===== config.mk =====
export PLATFORM = sky130hd
export DESIGN_NAME = hazard_sequencer
export DESIGN_NICKNAME = d
export VERILOG_FILES = /design/src/rtl/hazard_sequencer.sv
export SDC_FILE = /design/constraint.sdc
export NUM_CORES = 1
export LEC_CHECK = 0
export ABC_CLOCK_PERIOD_IN_PS = 7150
export BUFFER_PORTS_ARGS = -buffer_cell sky130_fd_sc_hd__buf_2
export CORE_MARGIN = 5
export CORE_UTILIZATION = 41
export CTS_CLUSTER_DIAMETER = 100
export DETAILED_ROUTE_END_ITERATION = 16
export PLACE_DENSITY = 0.75
export SYNTH_ARGS = -nofsm -noshare
export SYNTH_HDL_FRONTEND = slang
export SYNTH_SLANG_ARGS = --single-unit

===== constraint.sdc =====
create_clock -name clk_i -period 7.15 [get_ports clk_i]
set_input_delay 0.3575 -clock clk_i [delete_from_list [all_inputs] [get_ports clk_i]]
set_output_delay 0.3575 -clock clk_i [all_outputs]
set_load 0.1 [all_outputs]

===== src/rtl/hazard_sequencer.sv =====
// hazard_sequencer
//   Pipeline control for the 5-stage RISC-V core. Produces the stall/flush
//   enables for the F/D/E/M/W pipeline registers and the E-stage forwarding
//   selects. It also runs a RUN / MEM_WAIT / HALT FSM that freezes the pipe
//   during data-memory wait states, with a wait timeout. Saturating counters
//   record stall and flush cycles.
//
// Ports
//   clk_i, reset_i            clock; asynchronous active-high reset
//   rs1_d_i, rs2_d_i          source registers of the instruction in D
//   rs1_e_i, rs2_e_i, rd_e_i  source and destination registers of the instruction in E
//   load_e_i, pc_src_e_i      E holds a load / a taken branch or jump
//   rd_m_i, reg_write_m_i     destination register and write enable in M
//   rd_w_i, reg_write_w_i     destination register and write enable in W
//   mem_req_m_i, mem_ready_i  data-memory request in M / access completes this cycle
//   stall_{f,d,e,m}_o         hold the PC and the F->D, D->E, E->M registers
//   flush_{d,e,w}_o           zero the F->D, D->E, M->W registers
//   forward_{a,b}_e_o         operand selects: 00 regfile, 01 W result, 10 M ALU result
//   halted_o, mem_timeout_o   FSM is in HALT / sticky memory-timeout flag
//   stall_cnt_o, flush_cnt_o  saturating cycle counters for stall_f and flush_d
module hazard_sequencer #(
  parameter int TIMEOUT = 16,
  parameter int CNT_W   = 32
) (
  input  logic             clk_i,
  input  logic             reset_i,
  input  logic [4:0]       rs1_d_i,
  input  logic [4:0]       rs2_d_i,
  input  logic [4:0]       rs1_e_i,
  input  logic [4:0]       rs2_e_i,
  input  logic [4:0]       rd_e_i,
  input  logic             load_e_i,
  input  logic             pc_src_e_i,
  input  logic [4:0]       rd_m_i,
  input  logic [4:0]       rd_w_i,
  input  logic             reg_write_m_i,
  input  logic             reg_write_w_i,
  input  logic             mem_req_m_i,
  input  logic             mem_ready_i,
  output logic             stall_f_o,
  output logic             stall_d_o,
  output logic             stall_e_o,
  output logic             stall_m_o,
  output logic             flush_d_o,
  output logic             flush_e_o,
  output logic             flush_w_o,
  output logic [1:0]       forward_a_e_o,
  output logic [1:0]       forward_b_e_o,
  output logic             halted_o,
  output logic             mem_timeout_o,
  output logic [CNT_W-1:0] stall_cnt_o,
  output logic [CNT_W-1:0] flush_cnt_o
);

  localparam int WAIT_W = $clog2(TIMEOUT + 1);

  localparam logic [1:0] RUN      = 2'd0;
  localparam logic [1:0] MEM_WAIT = 2'd1;
  localparam logic [1:0] HALT     = 2'd2;

  logic [1:0]        state_q, state_d;
  logic [WAIT_W-1:0] wait_cnt_q, wait_cnt_d;
  logic              mem_timeout_q, mem_timeout_d;
  logic [CNT_W-1:0]  stall_cnt_q, flush_cnt_q;

  logic lw_stall, mem_stall, freeze;

  assign lw_stall  = load_e_i && (rd_e_i != 5'd0) &&
                     ((rd_e_i == rs1_d_i) || (rd_e_i == rs2_d_i));
  assign mem_stall = mem_req_m_i && !mem_ready_i;

  // In MEM_WAIT the release is zero-latency: as soon as mem_ready is seen,
  // the normal RUN outputs apply in that same cycle.
  assign freeze = (state_q == HALT) ||
                  ((state_q == MEM_WAIT) && !mem_ready_i) ||
                  ((state_q == RUN) && mem_stall);

  // Output decode. While reset is asserted, every register is bubbled
  // and nothing is held.
  always_comb begin
    stall_f_o     = 1'b0;
    stall_d_o     = 1'b0;
    stall_e_o     = 1'b0;
    stall_m_o     = 1'b0;
    flush_d_o     = 1'b0;
    flush_e_o     = 1'b0;
    flush_w_o     = 1'b0;
    forward_a_e_o = 2'b00;
    forward_b_e_o = 2'b00;
    halted_o      = 1'b0;
    if (reset_i) begin
      flush_d_o = 1'b1;
      flush_e_o = 1'b1;
      flush_w_o = 1'b1;
    end else begin
      if (reg_write_m_i && (rd_m_i != 5'd0) && (rd_m_i == rs1_e_i))
        forward_a_e_o = 2'b10;
      else if (reg_write_w_i && (rd_w_i != 5'd0) && (rd_w_i == rs1_e_i))
        forward_a_e_o = 2'b01;
      if (reg_write_m_i && (rd_m_i != 5'd0) && (rd_m_i == rs2_e_i))
        forward_b_e_o = 2'b10;
      else if (reg_write_w_i && (rd_w_i != 5'd0) && (rd_w_i == rs2_e_i))
        forward_b_e_o = 2'b01;
      halted_o = (state_q == HALT);
      if (freeze) begin
        // flush_w stops the instruction held in M from writing W twice.
        stall_f_o = 1'b1;
        stall_d_o = 1'b1;
        stall_e_o = 1'b1;
        stall_m_o = 1'b1;
        flush_w_o = 1'b1;
      end else begin
        // A taken branch discards the instruction in D anyway, so it wins
        // over a load-use stall.
        stall_f_o = lw_stall && !pc_src_e_i;
        stall_d_o = lw_stall && !pc_src_e_i;
        flush_d_o = pc_src_e_i;
        flush_e_o = lw_stall || pc_src_e_i;
      end
    end
  end

  // Next state. wait_cnt counts frozen cycles including the RUN cycle that
  // first saw the stall, so HALT follows TIMEOUT+1 not-ready cycles.
  always_comb begin
    state_d       = state_q;
    wait_cnt_d    = wait_cnt_q;
    mem_timeout_d = mem_timeout_q;
    case (state_q)
      RUN: begin
        if (mem_stall) begin
          state_d    = MEM_WAIT;
          wait_cnt_d = WAIT_W'(1);
        end
      end
      MEM_WAIT: begin
        if (mem_ready_i) begin
          state_d    = RUN;
          wait_cnt_d = '0;
        end else if (wait_cnt_q == WAIT_W'(TIMEOUT)) begin
          state_d       = HALT;
          mem_timeout_d = 1'b1;
        end else begin
          wait_cnt_d = wait_cnt_q + WAIT_W'(1);
        end
      end
      HALT:    state_d = HALT;
      default: state_d = RUN;
    endcase
  end

  always_ff @(posedge clk_i or posedge reset_i) begin
    if (reset_i) begin
      state_q       <= RUN;
      wait_cnt_q    <= '0;
      mem_timeout_q <= 1'b0;
    end else begin
      state_q       <= state_d;
      wait_cnt_q    <= wait_cnt_d;
      mem_timeout_q <= mem_timeout_d;
    end
  end

  // Performance counters. They saturate instead of wrapping. HALT cycles
  // are left out of the stall count so a hang does not inflate it.
  always_ff @(posedge clk_i or posedge reset_i) begin
    if (reset_i) begin
      stall_cnt_q <= '0;
      flush_cnt_q <= '0;
    end else begin
      if (stall_f_o && (state_q != HALT) && (stall_cnt_q != {CNT_W{1'b1}}))
        stall_cnt_q <= stall_cnt_q + CNT_W'(1);
      if (flush_d_o && (flush_cnt_q != {CNT_W{1'b1}}))
        flush_cnt_q <= flush_cnt_q + CNT_W'(1);
    end
  end

  assign mem_timeout_o = mem_timeout_q;
  assign stall_cnt_o   = stall_cnt_q;
  assign flush_cnt_o   = flush_cnt_q;

endmodule


* Word level (Yosys, flattened, before mapping)
Cells that the tools add are included.
Cells by class: add/subtract/negate cells 3, eq/ne operators 15, mux-type cells 24, bitwise gates (word level) 1, reduce and logical (&&, ||, !) cells 29
Operators with widths (count):
- $add 32x1->32 const B | 2
- $ne 32x32->1 const B | 2
- $eq 5x5->1 | 6
- $logic_and 1x1->1 | 15
- $mux 5 | 3
- $reduce_bool 5->1 | 3
- $mux 2 | 7
- $mux 1 | 12
- $pmux 5 s2 | 1
- $pmux 2 s3 | 1
- $reduce_and 3->1 | 2
- $add 5x1->5 const B | 1
- $eq 5x5->1 const B | 1
- $logic_or 1x1->1 | 4
- $ne 2x2->1 const B | 2
- $ne 3x2->1 const B | 1
- $ne 3x3->1 const B | 1
- $eq 2x1->1 const B | 1
- $eq 2x2->1 const B | 1
- $logic_not 1->1 | 2
- $logic_not 2->1 | 1
- $reduce_and 2->1 | 1
- $reduce_bool 2->1 | 1
- $not 1->1 | 1
Word-level totals: register bits after elaboration 72, bits of input ports 43, logic and storage cells 77

* Logic depth before layout (Yosys ltp)
Gate-level depths: netlist (run 1).
depth after elaboration 8, gate-level depth with buffers 9

* Worst setup path after synthesis (run 1)
Ideal clock, no wire load.
path type input -> output, from input reset_i, to output forward_a_e_o[0], arrival time 5.512 ns, data required time 6.793 ns, slack 1.281 ns, stages on the path 4, path buffers 0, path through inv_1 -> o211ai_1 -> or4_1 -> nor4_1
On the way: word-level cells in the longest chain between the ends 1
Ends and longest elaborated chain:
- from (decl) | RTL line 26 | input logic reset_i,
- $mux 2 | RTL line 91 | if (reset_i) begin
- to (decl) | RTL line 47 | output logic [1:0] forward_a_e_o,
Every way passes these cells.

* Worst setup path in the final report (run 1)
from register stall_cnt_q[3] (netlist: stall_cnt_o[3]), to register stall_cnt_q[1] (netlist: stall_cnt_o[1])
On the way: word-level cells in the longest chain between the ends 2
Ends and longest elaborated chain:
- from (decl) | RTL line 64 | logic [CNT_W-1:0] stall_cnt_q, flush_cnt_q;
- from (signal assigned) | RTL line 172 | stall_cnt_q <= stall_cnt_q + CNT_W'(1);
- $ne 32x32->1 | RTL line 171 | if (stall_f_o && (state_q != HALT) && (stall_cnt_q != {CNT_W{1'b1}}))
- $logic_and 1x1->1 | RTL line 171
Every way passes these cells. A chain may end at the register's enable or synchronous reset.

==> results of run 1 <==
==> per-layer routing <==
layer  vias up  routed length, µm
li1       1660                  -
met1      1616               4050
met2       107               4440
met3        11                654
met4         0                144
met5         -                  0
==> worst paths after layout <==
| kind | start | to | slack [ns] |
|---|---|---|---|
| worst max-delay path | stall_cnt_o[3] | stall_cnt_o[1] | 4.29 |
| worst min-delay path | reset_i | state_q[1] | 0.38 |
| worst max register to register | stall_cnt_o[3] | stall_cnt_o[1] | 4.29 |
| worst min register to register | flush_cnt_o[18] | flush_cnt_o[18] | 0.48 |
| max in group asynchronous | reset_i | flush_cnt_o[18] | 6.20 |
| min in group clk_i | mem_ready_i | wait_cnt_q[2] | 0.39 |
==> power by group <==
group | internal [mW] | leakage [nW] | switching (mW)
Combinational | 0.0892 | 1.35 | 0.394
Clock | 0.206 | 0.114 | 0.151
Sequential | 0.449 | 0.956 | 0.0548
==> worst register-to-register path, stage by stage (launching register included) <==
cell and delay [ns]:
dfrtp_1 0.46, and4_1 0.29, nand3_1 0.11, or3_1 0.43
nor4_4 0.97, nor2_2 0.12, mux2_1 0.36
==> metrics by stage <==
stage                     instance area [µm²]  worst slack (ns)  total power [mW]  utilization
after floorplan                          3950              1.28             0.901            -
after global placement                   4660              4.41             0.990        0.500
after detailed placement                 4660              4.34             0.997        0.500
after CTS                                4880              4.27              1.36        0.524
after global routing                     4880              4.05              1.41        0.524
final                                    4880              4.29              1.34        0.524
==> cell usage after synthesis (2+ instances only) <==
library cell	instances
xor2_1	54
and2_1	2
nor3b_1	3
mux2_2	2
or4_1	5
or2_2	2
inv_1	7
a21oi_1	5
o21ai_0	3
buf_6	2
buf_4	2
and3_1	9
nand3_1	22
nor4_1	18
a31oi_1	2
nand4_1	21
nand2b_1	6
dfrtp_1	72
nor3_1	24
buf_2	6
xnor2_1	38
nand2_1	42
or3_1	2
and4_1	8
nor2_1	24
ha_1	4
==> final cells by class <==
type / instances / area, µm²
inverter: 7 / 26.3
clock buffer: 11 / 141
fill: 872 / 4440
multi-input combinational: 311 / 2060
sequential: 72 / 1800
timing repair buffer: 122 / 618
clock inverter: 5 / 78.8
tap: 129 / 161
==> flip-flops by register name, summed over array words and instances, names as in the netlist <==
signal and cells:
flush_cnt_o 32, mem_timeout_o 1, stall_cnt_o 32, state_q 2, wait_cnt_q 5
==> placed cells by master, fill, tap and decap left out, types with 9 or more instances in the layout <==
cell / count
and3_1: 9
clkbuf_8: 10
dfrtp_1: 72
nand3_1: 22
buf_2: 119
nor3_1: 24
xor2_1: 54
nor2_1: 24
xnor2_1: 38
nand4_1: 21
nand2_1: 42
nor4_1: 18
==> cell families (layout without fill, tap and decap cells) <==
kind of cell,count (synthesis),after routing,share of synthesized area
buffers and inverters,18,145,0.0247
and+or+nand+nor,191,191,0.258
xor gates and xnor gates,92,92,0.204
AOI/OAI and AO/OA,21,21,0.0355
adders and majority gates,4,4,0.0127
DFF,72,72,0.456
muxes,3,3,0.00855
==> impl_metrics.tcl, run 1 <==
set metrics [dict create \
    outcome "complete, no violations" \
    num_antenna_cells 0 \
    grt_pass1_wl_um 15600 \
    synth.top_cell.area_share 0.456 \
    coreArea_um2 9330 \
    row_count 35 \
    cp_slowest_cell "nor4_4" \
    finalCriticalPeriod_ns 2.86 \
    vdd_drop_max_mv 0.391 \
    end_kind "flip-flop" \
    rsz0062_at_grt "false" \
    ant_nets 0 \
    finalSetupViolations 0 \
    slew-limit-headroom 0.159 \
    grt_util_met2 0.271 \
    path_buf_inv 0 \
    cts_setup_buffers 0 \
    ctsHoldBuffers 0 \
    maxCapViolations 0 \
    dieArea_um2 11700 \
    wirelength_um 9300 \
    final_nets 570 \
    area_growth_syn_to_layout_pct 23.7 \
    path_delay_family "simple AND/OR/NAND/NOR gates" \
    wl_per_cell_um 14.2 \
    crit_fanout 26 \
    ys_top_cells_by_area "dfrtp_1, xor2_1, xnor2_1" \
    powerDensity_nw_per_um2 275 \
    dr_total_vias 3394 \
    critPathMaxStageDelay_ns 0.97 \
    synth_enable_flop_cells 0 \
    cts_tree "done" \
    drtPass1Iterations 4 \
    start_kind "flip-flop" \
    cts_buffer_depth 2 \
    cts_root_buf "clkbuf_8" \
    worst_pin_slew_ns 1.25 \
    track_usage 0.165 \
    cts_resized 0 \
    route.detailed.drc 0 \
    leakage_nw 2.42 \
    die_h_um 108 \
    clkSinkCount 72 \
    synthArstFlopShare 1.00 \
    hold_violations 0 \
    hold_ws_ns 0.380 \
    worstSetupPathDepth 6 \
    fp.dieW_um 108 \
    synth_nets 448 \
    crit_chain "and4_1 > nand3_1 > or3_1 > nor4_4 > nor2_2 > mux2_1" \
    vias_per_cell 5.17 \
    grt_use_met3 0.0531 \
    ctsHtreeMaxLevel 3 \
    yosys_warnings 0 \
    gr-max-usage-layer "met2" \
    drive_gt1_frac 0.275 \
    ys_ff_latch 72 \
    synth_ff_type "dfrtp_1" \
    hold_path_class "in -> async" \
    clock_latency_ns 0.34 \
    gr-total-overflow 0 \
    grt_max_degree 74 \
    dp.cells 641 \
    fin_setup_tns_ns 0 \
    postSynthAreaPerCell_um2 9.85 \
    critPathArrivalTime_ns 3.08 \
    start_util 0.423 \
    yosysUniqueCellTypes 42 \
    max_freq_mhz 350 \
    worstRegToRegCells 6 \
    syn_area_um2 3950 \
    use_met1 0.208 \
    hpwl_um 7120 \
    clk_pin_slew_worst_paths_ns 0.08 \
    drv_slew 0 \
    synth_cells 401 \
    cts_made_buffers 9 \
    drt_iter0_markers 125 \
    finalCritPeriodShare 0.400 \
    port_buffers 119 \
    fin_worst_skew_ns 0.0111 \
    antenna_found_initial 0 \
    io-pin-count 120 \
    gp_congestion 0.921 \
    critPathRequiredTime_ns 7.37 \
    yosys.area.top_type "dfrtp_1" \
    grt_pass1_vias 3308 \
    ys_seq_area_frac 0.456 \
    criticalPathCategory "reg -> reg" \
    final_cells 657 \
]
No activity file was read; power rests on OpenSTA's default activity.
==> inputs of run 2 (changes only) <==
--- a/config.mk
+++ b/config.mk
@@ -5,13 +5,13 @@
 export SDC_FILE = /design/constraint.sdc
 export NUM_CORES = 1
 export LEC_CHECK = 0
-export ABC_CLOCK_PERIOD_IN_PS = 7150
+export ABC_CLOCK_PERIOD_IN_PS = 2400
 export BUFFER_PORTS_ARGS = -buffer_cell sky130_fd_sc_hd__buf_2
 export CORE_MARGIN = 5
 export CORE_UTILIZATION = 41
 export CTS_CLUSTER_DIAMETER = 100
 export DETAILED_ROUTE_END_ITERATION = 16
-export PLACE_DENSITY = 0.75
+export PLACE_DENSITY = 0.78
 export SYNTH_ARGS = -nofsm -noshare
 export SYNTH_HDL_FRONTEND = slang
 export SYNTH_SLANG_ARGS = --single-unit
==> constraint.sdc (replaced) <==
create_clock -name clk_i -period 2.4 [get_ports clk_i]
set_input_delay 0.12 -clock clk_i [delete_from_list [all_inputs] [get_ports clk_i]]
set_output_delay 0.12 -clock clk_i [all_outputs]
set_load 0.1 [all_outputs]
==> run 2 against run 1 <==
Clock skew increased by 0.0015 ns; setup slack got worse by 4.2 ns; highest routed layer unchanged; sequential share of layout area decreased by 0.42 points; design area increased by 5.6%; sequential power increased to 3.1 times the previous value.
==> impl_metrics.tcl, run 2 (synthesized netlist as in run 1, its figures left out) <==
set metrics [dict create \
    dr_total_vias 3415 \
    grt_max_degree 74 \
    swShare 0.455 \
    cp_slowest_cell "dfrtp_1" \
    final_common_cell "buf_2" \
    fp.dieW_um 108 \
    switching_power_mw 1.82 \
    io-pin-count 120 \
    fin_worst_skew_ns 0.0126 \
    final_nets 579 \
    cts_setup_buffers 0 \
    gp_congestion 0.870 \
    outcome "complete, no violations" \
    total_power_mw 3.99 \
    hold_path_class "in -> reg" \
    drive_gt1_frac 0.382 \
    pwr-share-seq 0.388 \
    dp.cells 650 \
    track_usage 0.172 \
    p_clk_frac 0.239 \
    rsz0062_at_grt "false" \
    finalCriticalPeriod_ns 2.26 \
    clock_latency_ns 0.34 \
    vias_per_cell 5.13 \
    vdd_drop_max_mv 1.47 \
    start_util 0.423 \
    worst_pin_slew_ns 0.904 \
    start_kind "flip-flop" \
    slew-limit-headroom 0.397 \
    path_buf_inv 3 \
    cts_buffer_depth 2 \
    coreArea_um2 9330 \
    crit_chain "o21bai_4 > o21a_4 > a21oi_4 > buf_4 > clkinvlp_4 > nor2_4 > clkbuf_4" \
    critPathMaxStageDelay_ns 0.52 \
    final_cell_mix "buf_2, xor2_1, nand2_1" \
    route.detailed.drc 0 \
    min_from "mem_ready_i" \
    drt_iter0_markers 100 \
    crit_fanout 9 \
    fill_cells 828 \
    fin_setup_tns_ns 0 \
    ant_nets 0 \
    grt_pass1_wl_um 16400 \
    finalSetupViolations 0 \
    cts_made_buffers 9 \
    wirelength_um 9720 \
    maxCapViolations 0 \
    criticalPathCategory "reg -> out" \
    max_freq_mhz 443 \
    ctsHtreeMaxLevel 3 \
    grt_pass1_vias 3448 \
    leakage_nw 2.41 \
    critPathRequiredTime_ns 2.28 \
    area_growth_syn_to_layout_pct 30.6 \
    fin_area_um2 5160 \
    die_h_um 108 \
    antenna_found_initial 0 \
    hold_violations 0 \
    path_delay_family "buffers and inverters" \
    drtPass1Iterations 5 \
    placed_area_um2 4950 \
    fin_util 0.553 \
    comb_power_share 0.373 \
    clkSinkCount 72 \
    cts_root_buf "clkbuf_8" \
    critPathArrivalTime_ns 2.14 \
    dieArea_um2 11700 \
    r2r_start "stall_cnt_o[9]" \
    powerDensity_nw_per_um2 774 \
    port_buffers 119 \
    final_cells 666 \
    p_int_mw 2.18 \
    ctsHoldBuffers 0 \
    critPathLaunch "state_q[0]" \
    clk_pin_slew_worst_paths_ns 0.07 \
    cts_tree "done" \
    num_antenna_cells 0 \
    wl_per_cell_um 14.6 \
    gr-total-overflow 0 \
    hpwl_um 7520 \
    finalCritPeriodShare 0.941 \
    drv_slew 0 \
    row_count 35 \
    end_kind "primary output" \
    cts_resized 0 \
]
## run 2: cell count changes in the layout (fill, tap and decap cells not counted), moves of 3 or more
cell | before | now
dfrtp_1 | 72 | 32
dfrtp_2 | 0 | 28
dfrtp_4 | 0 | 12
buf_4 | 3 | 12
buf_2 | 119 | 114
buf_12 | 0 | 3
clkinvlp_4 | 0 | 3
## run 2: worst register-to-register path, cell delays in order, from the launching register on
cell	delay, ns
dfrtp_4	0.44
and4_1	0.29
nand3_1	0.12
or3_1	0.43
nor4_4	0.33
buf_4	0.26
nor4_1	0.08
xor2_1	0.16
## run 2: power by group through the flow
stage | combinational (mW) | clock, mW | sequential, mW
CTS | 1.50 | 0.979 | 1.55
finish | 1.49 | 0.955 | 1.55
global placement | 1.48 | 0 | 1.56
global route | 1.56 | 1.03 | 1.57
detailed placement | 1.49 | 0 | 1.57
floorplan | 0.360 | 0 | 2.40
## run 2: layout make-up
| class | count | area (µm²) | share of cell area |
|---|---|---|---|
| clock inverters | 5 | 56.3 | 0.0109 |
| well taps | 129 | 161 | 0.0313 |
| flip-flops and latches | 72 | 1880 | 0.365 |
| repair buffers | 131 | 736 | 0.143 |
| clock buffers | 11 | 141 | 0.0274 |
| inverters | 7 | 33.8 | 0.00655 |
| multi-input cells | 311 | 2150 | 0.416 |
## run 2: layer usage
metal  vias to the layer above  wire length (µm)  global-route usage
li1                       1680                 -                   -
met1                      1608              4200               0.218
met2                       117              4660               0.284
met3                        10               778              0.0555
met4                         0                82              0.0433
met5                         -                 0                   0
## run 2: final timing paths
check,end,slack [ns],cells past startpoint
worst max-delay path,stall_d_o,0.14,7
worst min-delay path,wait_cnt_q[2],0.14,4
worst max register to register,stall_cnt_o[20],0.16,7
worst min register to register,mem_timeout_o,0.47,1
max in group asynchronous,stall_cnt_o[9],1.52,3
min in group asynchronous,state_q[0],0.21,3
## run 2: per-stage QoR
stage	hold slack (ns)	setup WS, ns
2_1_floorplan	0.308	-0.991
3_3_place_gp	0.448	0.182
3_5_place_dp	0.450	0.178
4_1_cts	0.117	0.0275
5_1_grt	0.150	0.00233
6_report	0.141	0.141
